**src/rtl/piso_serializer.sv**
```systemverilog
`default_nettype none
// +-----------------------------------------------------------------------+
// | piso_serializer: valid/ready parallel-in, serial-out word serializer   |
// | Rev 1.0 - initial release                                              |
// +-----------------------------------------------------------------------+
module piso_serializer #(
  parameter int unsigned WIDTH      = 8,
  parameter bit          MSB_FIRST  = 1'b1,
  parameter bit          IDLE_LEVEL = 1'b0
) (
  input  logic             CLK,
  input  logic             ASYNCRESET,
  input  logic             CE,
  input  logic [WIDTH-1:0] I_DATA,
  input  logic             I_VALID,
  output logic             READY,
  output logic             O,
  output logic             O_VALID,
  output logic             O_LAST
);

  localparam int unsigned      CNT_W    = $clog2(WIDTH);
  localparam logic [CNT_W-1:0] C_LAST   = CNT_W'(WIDTH - 1);
  localparam logic [0:0]       ST_IDLE  = 1'b0;
  localparam logic [0:0]       ST_SHIFT = 1'b1;

  logic [0:0]       state_q, state_d;
  logic [CNT_W-1:0] cnt_q, cnt_d;
  logic [WIDTH-1:0] shreg_q, shreg_d;
  logic [WIDTH-1:0] w_shifted;
  logic             w_out_bit;
  logic             w_at_last;
  logic             w_accept;

  generate
    if (MSB_FIRST) begin : g_msb_first
      assign w_shifted = {shreg_q[WIDTH-2:0], 1'b0};
      assign w_out_bit = shreg_q[WIDTH-1];
    end else begin : g_lsb_first
      assign w_shifted = {1'b0, shreg_q[WIDTH-1:1]};
      assign w_out_bit = shreg_q[0];
    end
  endgenerate

  assign w_at_last = (state_q == ST_SHIFT) && (cnt_q == C_LAST);
  assign w_accept  = I_VALID && READY;

  always_ff @(posedge CLK or posedge ASYNCRESET) begin
    if (ASYNCRESET) begin
      state_q <= ST_IDLE;
      cnt_q   <= '0;
      shreg_q <= '0;
    end else begin
      state_q <= state_d;
      cnt_q   <= cnt_d;
      shreg_q <= shreg_d;
    end
  end

  // READY already folds in CE, so an accept can only happen on an enabled edge.
  always_comb begin
    state_d = state_q;
    cnt_d   = cnt_q;
    shreg_d = shreg_q;
    if (CE) begin
      case (state_q)
        ST_IDLE: begin
          if (w_accept) begin
            shreg_d = I_DATA;
            cnt_d   = '0;
            state_d = ST_SHIFT;
          end
        end
        ST_SHIFT: begin
          if (cnt_q != C_LAST) begin
            shreg_d = w_shifted;
            cnt_d   = cnt_q + CNT_W'(1);
          end else if (w_accept) begin
            shreg_d = I_DATA;
            cnt_d   = '0;
          end else begin
            cnt_d   = '0;
            state_d = ST_IDLE;
          end
        end
        default: begin
          state_d = ST_IDLE;
          cnt_d   = '0;
        end
      endcase
    end
  end

  always_comb begin
    READY   = CE && !ASYNCRESET && ((state_q == ST_IDLE) || w_at_last);
    O       = (state_q == ST_SHIFT) ? w_out_bit : IDLE_LEVEL;
    O_VALID = (state_q == ST_SHIFT);
    O_LAST  = w_at_last;
  end

endmodule
`default_nettype wire

```
**config.mk**
```make
export PLATFORM = sky130hd
export DESIGN_NAME = piso_serializer
export DESIGN_NICKNAME = d
export VERILOG_FILES = /design/src/rtl/piso_serializer.sv
export SDC_FILE = /design/constraint.sdc
export NUM_CORES = 1
export LEC_CHECK = 0
export CORE_ASPECT_RATIO = 0.9
export CORE_MARGIN = 2
export CORE_UTILIZATION = 42
export DETAILED_ROUTE_END_ITERATION = 10
export PLACE_DENSITY = 0.7
export SYNTH_ARGS = -nofsm -noshare
export SYNTH_HDL_FRONTEND = slang
export SYNTH_SLANG_ARGS = --single-unit
```
**constraint.sdc**
```tcl
create_clock -name CLK -period 1.95 [get_ports CLK]
set_input_delay 0.195 -clock CLK [delete_from_list [all_inputs] [get_ports CLK]]
set_output_delay 0.195 -clock CLK [all_outputs]
set_load 0.01 [all_outputs]
```
==> results.sh <==
export IMPL_cts_path_max_buffers=2
export IMPL_synth_top_cell_by_area="dfrtp_1"
export IMPL_syn2layout_area_growth_pct=35.05
export IMPL_synth_main_ff_cell="dfrtp_1"
export IMPL_cp_common_cell="ha_1"
export IMPL_yosys_warnings=0
export IMPL_grt_max_degree=13
export IMPL_slew_violations=0
export IMPL_cts_reportedPaths_clkPinSlew_ns=0.08
export IMPL_rsz0062_at_grt="false"
export IMPL_ant_nets=0
export IMPL_num_rows=13
export IMPL_max_cap_violations=0
export IMPL_vias=504
export IMPL_crit_buf_inv=1
export IMPL_crit_required_ns=1.75
export IMPL_critPathArrivalTime_ns=1.64
export IMPL_critPathKind="flip-flop to primary output"
export IMPL_drive_above_1_share_pct=17.86
export IMPL_fp_dieH_um=40.80
export IMPL_htree_levels=1
export IMPL_route_detailed_drc=0
export IMPL_timing_max_slew_rel_slack_pct=63.43
export IMPL_tightestPinTransition_ns=0.5486
export IMPL_cts_sink_count=12
export IMPL_cts_hold_buf=0
export IMPL_drt_initial_drc_count=6
export IMPL_hold_violations=0
export IMPL_grt_overflow=0
export IMPL_cp_end_kind="primary output"
export IMPL_nets=99
export IMPL_antenna_found_initial=0
export IMPL_worst_r2r_cell_count=6
export IMPL_clock_latency_ns=0.27
export IMPL_synth_edff_count=0
export IMPL_synth_nets=77
export IMPL_cts_setup_buffers=0
export IMPL_diodes=0
export IMPL_peakVddDrop_uv=590.6
export IMPL_rrSetupSlack_ns=0.15
export IMPL_track_usage_pct=16.55
export IMPL_skew_ns=0.009623
export IMPL_avgSynthCellArea_um2=10.03
export IMPL_gp_congestion=0.7187
export IMPL_detail_route_vias_per_cell=5.091
export IMPL_yosysMostFrequentCell="inv_1"
export IMPL_cts_made_buffers=3
export IMPL_start_util_pct=44.14
export IMPL_dp_cells=95
export IMPL_hp_class="input pin to async pin"
export IMPL_async_flop_share_pct=100.0
export IMPL_status="complete, no violations"
export IMPL_grt_pass1_vias=482
export IMPL_layout_min_cycle_time_ns=1.831
export IMPL_crit_path_cell_trace="ha_1, ha_1, and2b_1, nor3b_1, dlygate4sd2_1"
export IMPL_finalSetupTns_ns=0
export IMPL_layout_worst_path_cycle_share_pct=93.91
export IMPL_power_leakage_uw=0.0004455
export IMPL_critPathMaxFanout=3
export IMPL_portBuffers=15
export IMPL_dieArea_um2=1831
export IMPL_routed_wl_um=1189
export IMPL_critPathMaxStageDelay_ns=0.40
export IMPL_ys_top_cells_by_area="dfrtp_1, a221oi_2, inv_1"
export IMPL_finalSetupViolCount=0
export IMPL_coreArea_um2=1431
export IMPL_fin_cells=99
export IMPL_synthCells=63
export IMPL_critPathTopFamily="flip-flops"
export IMPL_slowest_stage="dfrtp_1"
export IMPL_netlist_area_leader_share_pct=47.52
export IMPL_first_pass_iters=3
export IMPL_r2r_end="shreg_q[2]$_DFFE_PP0P_"
export IMPL_tritoncts="built"
export IMPL_dpl_hpwl_um=914.8
export IMPL_synth_cell_types=20
export IMPL_num_io_pins=16
export IMPL_synth_seq_cells=12
export IMPL_synthTopCellsByCount="inv_1, dfrtp_1, nor2_1, a221oi_2, nand2_1"
export IMPL_critPathLaunchType="flip-flop"
export IMPL_rr_startpoint="cnt_q[0]$_DFFE_PP0P_"
export IMPL_wl_per_cell_um=12.01
export IMPL_die_w_um=44.89
export IMPL_netlist_area_um2=631.9
export IMPL_fmax_mhz=546.1
export IMPL_power_density_nw_per_um2=988.0
export IMPL_root_buffer="clkbuf_4"
export IMPL_grt_pass1_wl_um=2021
export IMPL_ys_seq_area_share_pct=47.52
==> logic make-up (layout without fill, tap and decap cells) <==
family / count (synthesis) / after routing / synth area share [%]
adder cells (fa/ha/maj): 2 / 2 / 3.960
AO/OA/AOI/OAI: 13 / 13 / 21.98
AND/OR/NAND/NOR: 20 / 20 / 15.84
buffers and inverters: 16 / 37 / 10.69
flip-flops: 12 / 12 / 47.53
==> placed cells by master, fill, tap and decap left out <==
cell type,count
inv_1,14
clkdlybuf4s50_1,13
dfrtp_1,12
nor2_1,8
a221oi_2,6
nand2_1,4
buf_4,4
o21ai_1,3
clkbuf_4,3
nand3_1,2
ha_1,2
and2b_1,1
and4b_1,1
nor2b_1,1
o21ai_2,1
nand3b_1,1
a221o_1,1
o22ai_1,1
a22o_1,1
nor3b_1,1
and2_1,1
clkbuf_8,1
dlymetal6s2s_1,1
dlygate4sd2_1,1
==> worst reg2reg max path, stage by stage, from the launching register on <==
cell      delay (ns)
dfrtp_1         0.40
ha_1            0.20
ha_1            0.19
and2b_1         0.24
and4b_1         0.23
buf_4           0.18
a221oi_2        0.27
==> worst max path at each step <==
stage / start / to / slack [ns] / cells past startpoint
finish: cnt_q[0]$_DFFE_PP0P_ / READY / 0.12 / 5
global placement: cnt_q[0]$_DFFE_PP0P_ / READY / 0.17 / 5
CTS: cnt_q[0]$_DFFE_PP0P_ / O_LAST / 0.05 / 4
detailed placement: cnt_q[0]$_DFFE_PP0P_ / READY / 0.12 / 5
floorplan: cnt_q[0]$_DFFE_PP0P_ / shreg_q[0]$_DFFE_PP0P_ / 0.29 / 6
global route: cnt_q[0]$_DFFE_PP0P_ / READY / 0.004 / 5
==> final cells by class <==
type / instances / area, µm²
well taps: 15 / 18.77
clock buffers: 4 / 36.28
flip-flops and latches: 12 / 300.3
inverters: 14 / 52.55
multi-input cells: 35 / 264.0
fillers: 135 / 578.1
repair buffers: 19 / 181.4
==> power by group <==
part	total, µW	internal [µW]	switching [µW]
clock	196	113	82.2
sequential	380	335	45.4
combinational	267	140	128
==> per-stage QoR <==
step	worst slack (ns)	utilization (%)	hold slack (ns)	power (µW)	instance area, µm²
floorplan	0.2871	-	0.06529	566.1	631.9
global route	0.004016	59.62	0.3061	914.2	853.3
global placement	0.1651	56.99	0.4852	647.4	815.8
detailed placement	0.1216	56.99	0.4950	661.0	815.8
finish	0.1187	59.62	0.2945	843.1	853.3
CTS	0.05054	59.44	0.3047	855.0	850.8
==> metal layers <==
metal	up-vias	routed length (µm)	track usage (%)
li1	255	-	-
met5	-	0	0
met4	0	12	6.618
met3	2	53	6.608
met2	10	552	27.90
met1	237	570	19.23
==> repair_timing <==
item / CTS / global route
endpoints found under the setup margin: 1 / 1
gates resized for setup: 1 / 1
pin swaps: 0 / 0
==> sequential cells by signal (all words and copies together) (netlist names) <==
register / flops
cnt_q: 3
shreg_q: 8
O_VALID: 1
(Power assumes the default switching activity.)
